`config.mk`:
```
export PLATFORM = sky130hd
export DESIGN_NAME = ecc_107_enc_fault_detc
export DESIGN_NICKNAME = d
export VERILOG_FILES = /design/src/rtl/ecc_107_pkg.sv /design/src/rtl/ecc_107_par_gen.sv /design/src/rtl/ecc_107_enc_fault_detc.sv
export SDC_FILE = /design/constraint.sdc
export NUM_CORES = 1
export LEC_CHECK = 0
export ABC_AREA = 1
export CAP_MARGIN = 20
export CORE_MARGIN = 2
export CORE_UTILIZATION = 57
export DETAILED_ROUTE_END_ITERATION = 7
export GPL_ROUTABILITY_DRIVEN = 0
export PLACE_DENSITY_LB_ADDON = 0.1
export SLEW_MARGIN = 20
export SYNTH_ARGS = -nofsm -noshare
export SYNTH_HDL_FRONTEND = slang
export SYNTH_SLANG_ARGS = --single-unit
export TNS_END_PERCENT = 5
```
`constraint.sdc`:
```
create_clock -name clk -period 4.25 [get_ports clk]
set_input_delay 0.85 -clock clk [delete_from_list [all_inputs] [get_ports clk]]
set_output_delay 0.85 -clock clk [all_outputs]
set_load 0.02 [all_outputs]
```
`src/rtl/ecc_107_pkg.sv`:
```
// ecc_107_pkg: shared constants, the data-bit to codeword-position map and the
// FSM state type for the 107-bit SECDED write-path encoder.
//
// Codeword positions run 1..114. Power-of-two positions (1, 2, 4, ... 64) carry
// the Hamming bits p0..p6. Data bits fill every other position in ascending
// order. This mapping must stay identical to the read-path decoder's syndrome
// mapping.
package ecc_107_pkg;

  localparam int DATA_WIDTH   = 107;
  localparam int PARITY_WIDTH = 8;
  localparam int HAM_WIDTH    = PARITY_WIDTH - 1;
  localparam int CW_POSITIONS = DATA_WIDTH + HAM_WIDTH;   // 114
  localparam int INJ_WIDTH    = DATA_WIDTH + PARITY_WIDTH; // 115, {parity, data}

  typedef enum logic [1:0] {
    ST_RUN   = 2'd0,
    ST_RETRY = 2'd1,
    ST_HALT  = 2'd2
  } fsm_state_e;

  // Returns the codeword position of data bit idx.
  // A position is a data slot when it is not a power of two.
  function automatic int data_pos(input int idx);
    int pos;
    int seen;
    pos  = 0;
    seen = -1;
    for (int p = 1; p <= CW_POSITIONS; p++) begin
      if ((p & (p - 1)) != 0) begin
        seen++;
        if (seen == idx) pos = p;
      end
    end
    return pos;
  endfunction

  // Selects the data bits that feed Hamming bit bit_i: those whose codeword
  // position has bit bit_i set.
  function automatic logic [DATA_WIDTH-1:0] ham_mask(input int bit_i);
    logic [DATA_WIDTH-1:0] m;
    m = '0;
    for (int d = 0; d < DATA_WIDTH; d++) begin
      m[d] = ((data_pos(d) >> bit_i) & 1) != 0;
    end
    return m;
  endfunction

endpackage

```
`src/rtl/ecc_107_par_gen.sv`:
```
// ecc_107_par_gen: purely combinational SECDED parity generator for 107-bit data.
//
// Ports:
//   data   in  107  data word to encode
//   parity out 8    {overall, p6..p0}; overall = XOR of all data bits and p6..p0
module ecc_107_par_gen
  import ecc_107_pkg::*;
(
  input  logic [DATA_WIDTH-1:0]   data,
  output logic [PARITY_WIDTH-1:0] parity
);

  logic [HAM_WIDTH-1:0] ham;

  for (genvar i = 0; i < HAM_WIDTH; i++) begin : g_ham
    localparam logic [DATA_WIDTH-1:0] MASK = ham_mask(i);
    assign ham[i] = ^(data & MASK);
  end

  assign parity = {(^data) ^ (^ham), ham};

endmodule

```
`src/rtl/ecc_107_enc_fault_detc.sv`:
```
// ecc_107_enc_fault_detc: write-path SECDED encoder with redundant parity
// generation, compare, bounded retry and fatal halt.
//
// Pipeline: stage 1 (data_q/valid_q, loaded on in_valid && in_ready), stage 2
// (registered output). Two parity generators (u0, u1) encode data_q; a
// disagreement with ecc_fault_detc_en=1 blocks the stage-2 load and retries the
// same beat up to MAX_RETRY times before halting with ecc_fatal.
//
// Ports:
//   clk, rst                 clock, synchronous active-high reset
//   ecc_fault_detc_en        enables redundant compare and retry
//   bypass                   beat forced to parity 0 (captured with the beat)
//   in_valid/in_ready/data_in  input handshake and data
//   out_valid/out_ready/data_out/parity_out  registered codeword output
//   ecc_fault                one-cycle pulse per compare mismatch
//   ecc_fatal                sticky, set when retries are exhausted
//   fault_clr                clears fatal/counter/retry, drops held beat, back to RUN
//   fault_cnt                saturating mismatch count
//
// Build option: define ECC_ERR_INJ_EN to add inj_en/inj_mask, which XOR the
// mask into {parity_out, data_out} on the first stage-2 load of each inj_en
// assertion.
module ecc_107_enc_fault_detc
  import ecc_107_pkg::*;
#(
  parameter int MAX_RETRY = 3,
  parameter int CNT_WIDTH = 8
) (
  input  logic                    clk,
  input  logic                    rst,
  input  logic                    ecc_fault_detc_en,
  input  logic                    bypass,
  input  logic                    in_valid,
  output logic                    in_ready,
  input  logic [DATA_WIDTH-1:0]   data_in,
  output logic                    out_valid,
  input  logic                    out_ready,
  output logic [DATA_WIDTH-1:0]   data_out,
  output logic [PARITY_WIDTH-1:0] parity_out,
  output logic                    ecc_fault,
  output logic                    ecc_fatal,
  input  logic                    fault_clr,
`ifdef ECC_ERR_INJ_EN
  input  logic                    inj_en,
  input  logic [INJ_WIDTH-1:0]    inj_mask,
`endif
  output logic [CNT_WIDTH-1:0]    fault_cnt
);

  localparam int RETRY_W = $clog2(MAX_RETRY + 1);

  fsm_state_e state_q, state_d;

  logic                    valid_q, valid_d;
  logic [DATA_WIDTH-1:0]   data_q, data_d;
  logic                    bypass_q, bypass_d;
  logic                    out_valid_q, out_valid_d;
  logic [DATA_WIDTH-1:0]   data_out_q, data_out_d;
  logic [PARITY_WIDTH-1:0] parity_out_q, parity_out_d;
  logic                    ecc_fault_q, ecc_fault_d;
  logic                    ecc_fatal_q, ecc_fatal_d;
  logic [CNT_WIDTH-1:0]    fault_cnt_q, fault_cnt_d;
  logic [RETRY_W-1:0]      retry_cnt_q, retry_cnt_d;
`ifdef ECC_ERR_INJ_EN
  logic                    inj_done_q, inj_done_d;
`endif

  logic [PARITY_WIDTH-1:0] par_u0, par_u1;
  logic                    mismatch;
  logic                    load2;
  logic                    accept;

  ecc_107_par_gen u0 (.data(data_q), .parity(par_u0));
  ecc_107_par_gen u1 (.data(data_q), .parity(par_u1));

  // Stage 2 may take the beat only while the FSM is comparing, the compare
  // passes, and the output register is free or draining this cycle.
  // fault_clr drops the held beat, so it also blocks the load.
  assign mismatch = valid_q && ecc_fault_detc_en && (par_u0 != par_u1);
  assign load2    = valid_q && !mismatch && !fault_clr
                    && (state_q == ST_RUN || state_q == ST_RETRY)
                    && (!out_valid_q || out_ready);
  assign in_ready = !rst && !fault_clr && (state_q == ST_RUN)
                    && (!valid_q || load2);
  assign accept   = in_valid && in_ready;

  // NOTE: every always_comb target gets a default first so no path leaves a
  // value unassigned; otherwise synthesis infers a latch.
  always_comb begin
    valid_d      = valid_q;
    data_d       = data_q;
    bypass_d     = bypass_q;
    out_valid_d  = out_valid_q;
    data_out_d   = data_out_q;
    parity_out_d = parity_out_q;
    ecc_fault_d  = 1'b0;
    ecc_fatal_d  = ecc_fatal_q;
    fault_cnt_d  = fault_cnt_q;
    retry_cnt_d  = retry_cnt_q;
    state_d      = state_q;
`ifdef ECC_ERR_INJ_EN
    inj_done_d   = inj_done_q && inj_en;
`endif

    // Stage 1
    if (load2) valid_d = 1'b0;
    if (accept) begin
      valid_d  = 1'b1;
      data_d   = data_in;
      bypass_d = bypass;
    end
    if (fault_clr) valid_d = 1'b0;

    // Stage 2; u0 is the reference result whether or not compare is enabled.
    if (out_valid_q && out_ready) out_valid_d = 1'b0;
    if (load2) begin
      out_valid_d  = 1'b1;
      data_out_d   = data_q;
      parity_out_d = bypass_q ? '0 : par_u0;
`ifdef ECC_ERR_INJ_EN
      if (inj_en && !inj_done_q) begin
        {parity_out_d, data_out_d} = {parity_out_d, data_out_d} ^ inj_mask;
        inj_done_d = 1'b1;
      end
`endif
    end

    // Fault FSM
    if (fault_clr) begin
      ecc_fatal_d = 1'b0;
      fault_cnt_d = '0;
      retry_cnt_d = '0;
      state_d     = ST_RUN;
    end else begin
      if (mismatch && state_q != ST_HALT) begin
        ecc_fault_d = 1'b1;
        if (fault_cnt_q != '1) fault_cnt_d = fault_cnt_q + 1'b1;
      end
      case (state_q)
        ST_RUN: begin
          if (mismatch) begin
            retry_cnt_d = RETRY_W'(1);
            state_d     = ST_RETRY;
          end
        end
        ST_RETRY: begin
          if (mismatch) begin
            if (retry_cnt_q == RETRY_W'(MAX_RETRY)) begin
              ecc_fatal_d = 1'b1;
              state_d     = ST_HALT;
            end else begin
              retry_cnt_d = retry_cnt_q + 1'b1;
            end
          end else if (load2) begin
            retry_cnt_d = '0;
            state_d     = ST_RUN;
          end
        end
        ST_HALT: ;
        default: state_d = ST_RUN;
      endcase
    end
  end

  // NOTE: sequential state uses non-blocking assignments so every flop samples
  // its _d value from before the edge, independent of statement order.
  always_ff @(posedge clk) begin
    if (rst) begin
      state_q      <= ST_RUN;
      valid_q      <= 1'b0;
      data_q       <= '0;
      bypass_q     <= 1'b0;
      out_valid_q  <= 1'b0;
      data_out_q   <= '0;
      parity_out_q <= '0;
      ecc_fault_q  <= 1'b0;
      ecc_fatal_q  <= 1'b0;
      fault_cnt_q  <= '0;
      retry_cnt_q  <= '0;
`ifdef ECC_ERR_INJ_EN
      inj_done_q   <= 1'b0;
`endif
    end else begin
      state_q      <= state_d;
      valid_q      <= valid_d;
      data_q       <= data_d;
      bypass_q     <= bypass_d;
      out_valid_q  <= out_valid_d;
      data_out_q   <= data_out_d;
      parity_out_q <= parity_out_d;
      ecc_fault_q  <= ecc_fault_d;
      ecc_fatal_q  <= ecc_fatal_d;
      fault_cnt_q  <= fault_cnt_d;
      retry_cnt_q  <= retry_cnt_d;
`ifdef ECC_ERR_INJ_EN
      inj_done_q   <= inj_done_d;
`endif
    end
  end

  assign out_valid  = out_valid_q;
  assign data_out   = data_out_q;
  assign parity_out = parity_out_q;
  assign ecc_fault  = ecc_fault_q;
  assign ecc_fatal  = ecc_fatal_q;
  assign fault_cnt  = fault_cnt_q;

endmodule

```
==> flow_summary_export.csv <==
group,metric,value,unit
critical_path,path_class,"primary input to output port",
sta,finalHoldViolCount,0,
sta,fmax,0.316,GHz
placement,dp_cells,2398,
sta,fin_skew,12.9,ps
placement,dpl_cell_area,15200,µm²
die,fp-row-count,55,
detailed_routing,post_drt_wl_per_cell,13.2,µm
die,initial_utilization,0.578,
sta,fin_tns_setup,0,ps
clocking,post_cts_buffers,0,
detailed_routing,drt-vias-per-instance,5.17,
critical_path,startpoint_type,"primary input",
grt,antenna_found_initial,0,
synth,yosysSeqAreaShare,0.346,
grt,grt-ovfl-total,0,
grt,groute.usage.overall,0.265,
cells_and_area,multi_input_area,7410,µm²
clocking,ctsHtreeMaxLevel,1,
detailed_routing,postRouteAntennaNets,0,
cells_and_area,nFillCells,1906,
sta,holdWs,463,ps
sta,slew_viol_final,0,
grt,grt_pass1_wl,54.1,mm
clocking,cts_resized,0,
detailed_routing,remaining_drc_errors,0,
synth,syn_area,13000,µm²
cells_and_area,stdcell_count,2440,
clocking,cts_sinks,225,
sta,rsz0062_at_grt,"no",
placement,port_buffers,229,
worst_hold_path,hp-class,"flip-flop to flip-flop",
detailed_routing,first_pass_iters,6,
clocking,postCtsHoldBufs,0,
critical_path,endpoint_kind,"output port",
grt,grt_pass1_vias,11732,
critical_path,crit_fanout,2,
clocking,insertion_delay,520,ps
sta,slew_headroom,0.338,
synth,synth.avg_cell_area,6.58,µm²
clocking,cts_tree,"yes",
grt,grt_max_degree,101,
sta,fin_crit_sh,0.745,
power,peakVddDrop,0.281,mV
synth,synth.area.top_cells,"dfxtp_1 (35%), nand2_1 (21%), a211oi_1 (10%)",
power,total_power,6.47,mW
detailed_routing,drtIter0Drc,626,
power,powerDensity,402,nW/µm²
cells_and_area,fin_nets,2253,
clocking,clock_path_buffers,3,
sta,finalSetupViolCount,0,
cells_and_area,design_area,16100,µm²
die,die-area,24000,µm²
outcome,outcome,"finished clean",
synth,synthDistinctLibCells,31,
sta,tightest_slew,993,ps
flow_run,cap_violations,0,
synth,synth_top_area_share,0.346,
die,core_area,22500,µm²
die,ios,241,
synth,ys_ff_latch,225,
synth,synthCells,1976,
critical_path,cp.required,3400,ps
detailed_routing,routed_wl,32.2,mm
synth,synth_top_cell_by_area,"dfxtp_1",
clocking,numCtsBuffers,24,
clocking,cts_root_buf,"clkbuf_16",
detailed_routing,dr_total_vias,12608,
die,die_h,155,µm
critical_path,worstPathArrival,2320,ps
synth,ys_warn_count,0,
power,leakage,7.11,nW
placement,dp_hpwl,23.7,mm
die,die-width,155,µm
cells_and_area,n_antenna_cell,0,
sta,period_needed,3170,ps
cells_and_area,synthToLayoutAreaGrowth,23.5,%
cells_and_area,drive_gt1_frac,0.0863,
clocking,clk_pin_slew,60,ps
cells_and_area,seq_area,4500,µm²
cells in the mapped netlist:
| master | number |
|---|---|
| clkinv_1 | 2 |
| clkbuf_2 | 2 |
| nor2_1 | 191 |
| buf_1 | 6 |
| nand3_1 | 126 |
| inv_1 | 107 |
| nand3_2 | 14 |
| inv_6 | 1 |
| nand4_1 | 2 |
| nand2b_1 | 1 |
| clkbuf_1 | 68 |
| nand2_1 | 745 |
| buf_6 | 7 |
| nand3b_1 | 1 |
| xnor2_1 | 51 |
| o21bai_1 | 1 |
| buf_2 | 8 |
| nand2_2 | 63 |
| buf_4 | 19 |
| xnor2_2 | 3 |
| nor2_4 | 1 |
| xor2_1 | 51 |
| a211oi_1 | 178 |
| nand2_4 | 4 |
| conb_1 | 1 |
| nor2_2 | 2 |
| xor2_2 | 4 |
| inv_2 | 44 |
| dfxtp_1 | 225 |
| a21oi_1 | 47 |
| a21oi_2 | 1 |
routing by layer:
| metal | global-route usage | vias to the layer above | wire [µm] | share of wire |
|---|---|---|---|---|
| met3 | 0.0443 | 59 | 1720 | 0.053 |
| met5 | 0 | - | 0 | 0 |
| met1 | 0.338 | 5615 | 14500 | 0.45 |
| met2 | 0.463 | 306 | 15200 | 0.47 |
| li1 | - | 6628 | - | - |
| met4 | 0.0728 | 0 | 762 | 0.024 |
cells in the final DEF (no fill, tap or decap), drive strengths merged:
cell           synthesis  final
clkinv                 2      6
bufinv                 0      3
inv                  152    153
a211oi               178    178
xnor2                 54     54
nand3b                 1      1
nand2b                 1      1
dfxtp                225    225
xor2                  55     55
clkbuf                70     33
nand3                140    140
nor2                 194    194
clkdlybuf4s50          0    228
nand2                812    812
o21bai                 1      1
a21oi                 48     48
conb                   1     10
buf                   40     10
nand4                  2      2
clkinvlp               0      1
path summary, 6_finish.rpt:
path / start / end / slack [ps] / cells after the start
setup / recovery: out_ready / in_ready / 1080 / 6
hold / removal: data_out[71] / data_out[71] / 460 / 2
setup reg to reg: data_q[70] / parity_out[7] / 1640 / 21
hold reg to reg: data_out[71] / data_out[71] / 460 / 2
worst max-delay path, stage by stage:
cell,delay (ps)
clkdlybuf4s50_1,460
nor2_1,50
inv_1,60
nand3_1,80
a21oi_1,190
clkdlybuf4s50_1,640
cells by family after synthesis:
kind of cell              synth area share
DFF                                  0.346
and+or+nand+nor                      0.367
buffers and inverters               0.0870
AOI/OAI and AO/OA                    0.122
other                             0.000288
xor gates and xnor gates            0.0774
state kept, by name, indices dropped and copies added, names as in the netlist:
signal and count:
valid_q 1, parity_out 8, bypass_q 1, out_valid 1, data_q 107, data_out 107
per-stage QoR:
| stage | setup slack [ps] | util |
|---|---|---|
| 6_report | 1080 | 0.714 |
| 5_1_grt | 993 | 0.714 |
| 4_1_cts | 1080 | 0.714 |
| 3_5_place_dp | 1090 | 0.678 |
| 3_3_place_gp | 1110 | 0.678 |
| 2_1_floorplan | 1680 | - |
cell type report:
type                            instances  area share
Clock buffer                           33      0.0433
Clock inverter                          9     0.00786
Inverter                              154      0.0366
Multi-Input combinational cell       1496       0.461
Sequential cell                       225       0.280
Tap cell                              285      0.0222
Timing Repair Buffer                  238       0.148
where the power goes:
group          switching [mW]  leakage, nW  internal (mW)
Sequential             0.0940         1.83           2.20
Combinational            1.25         4.88          0.744
Clock                   0.851        0.404           1.32
Total                    2.20         7.11           4.27
(Power assumes the default switching activity.)
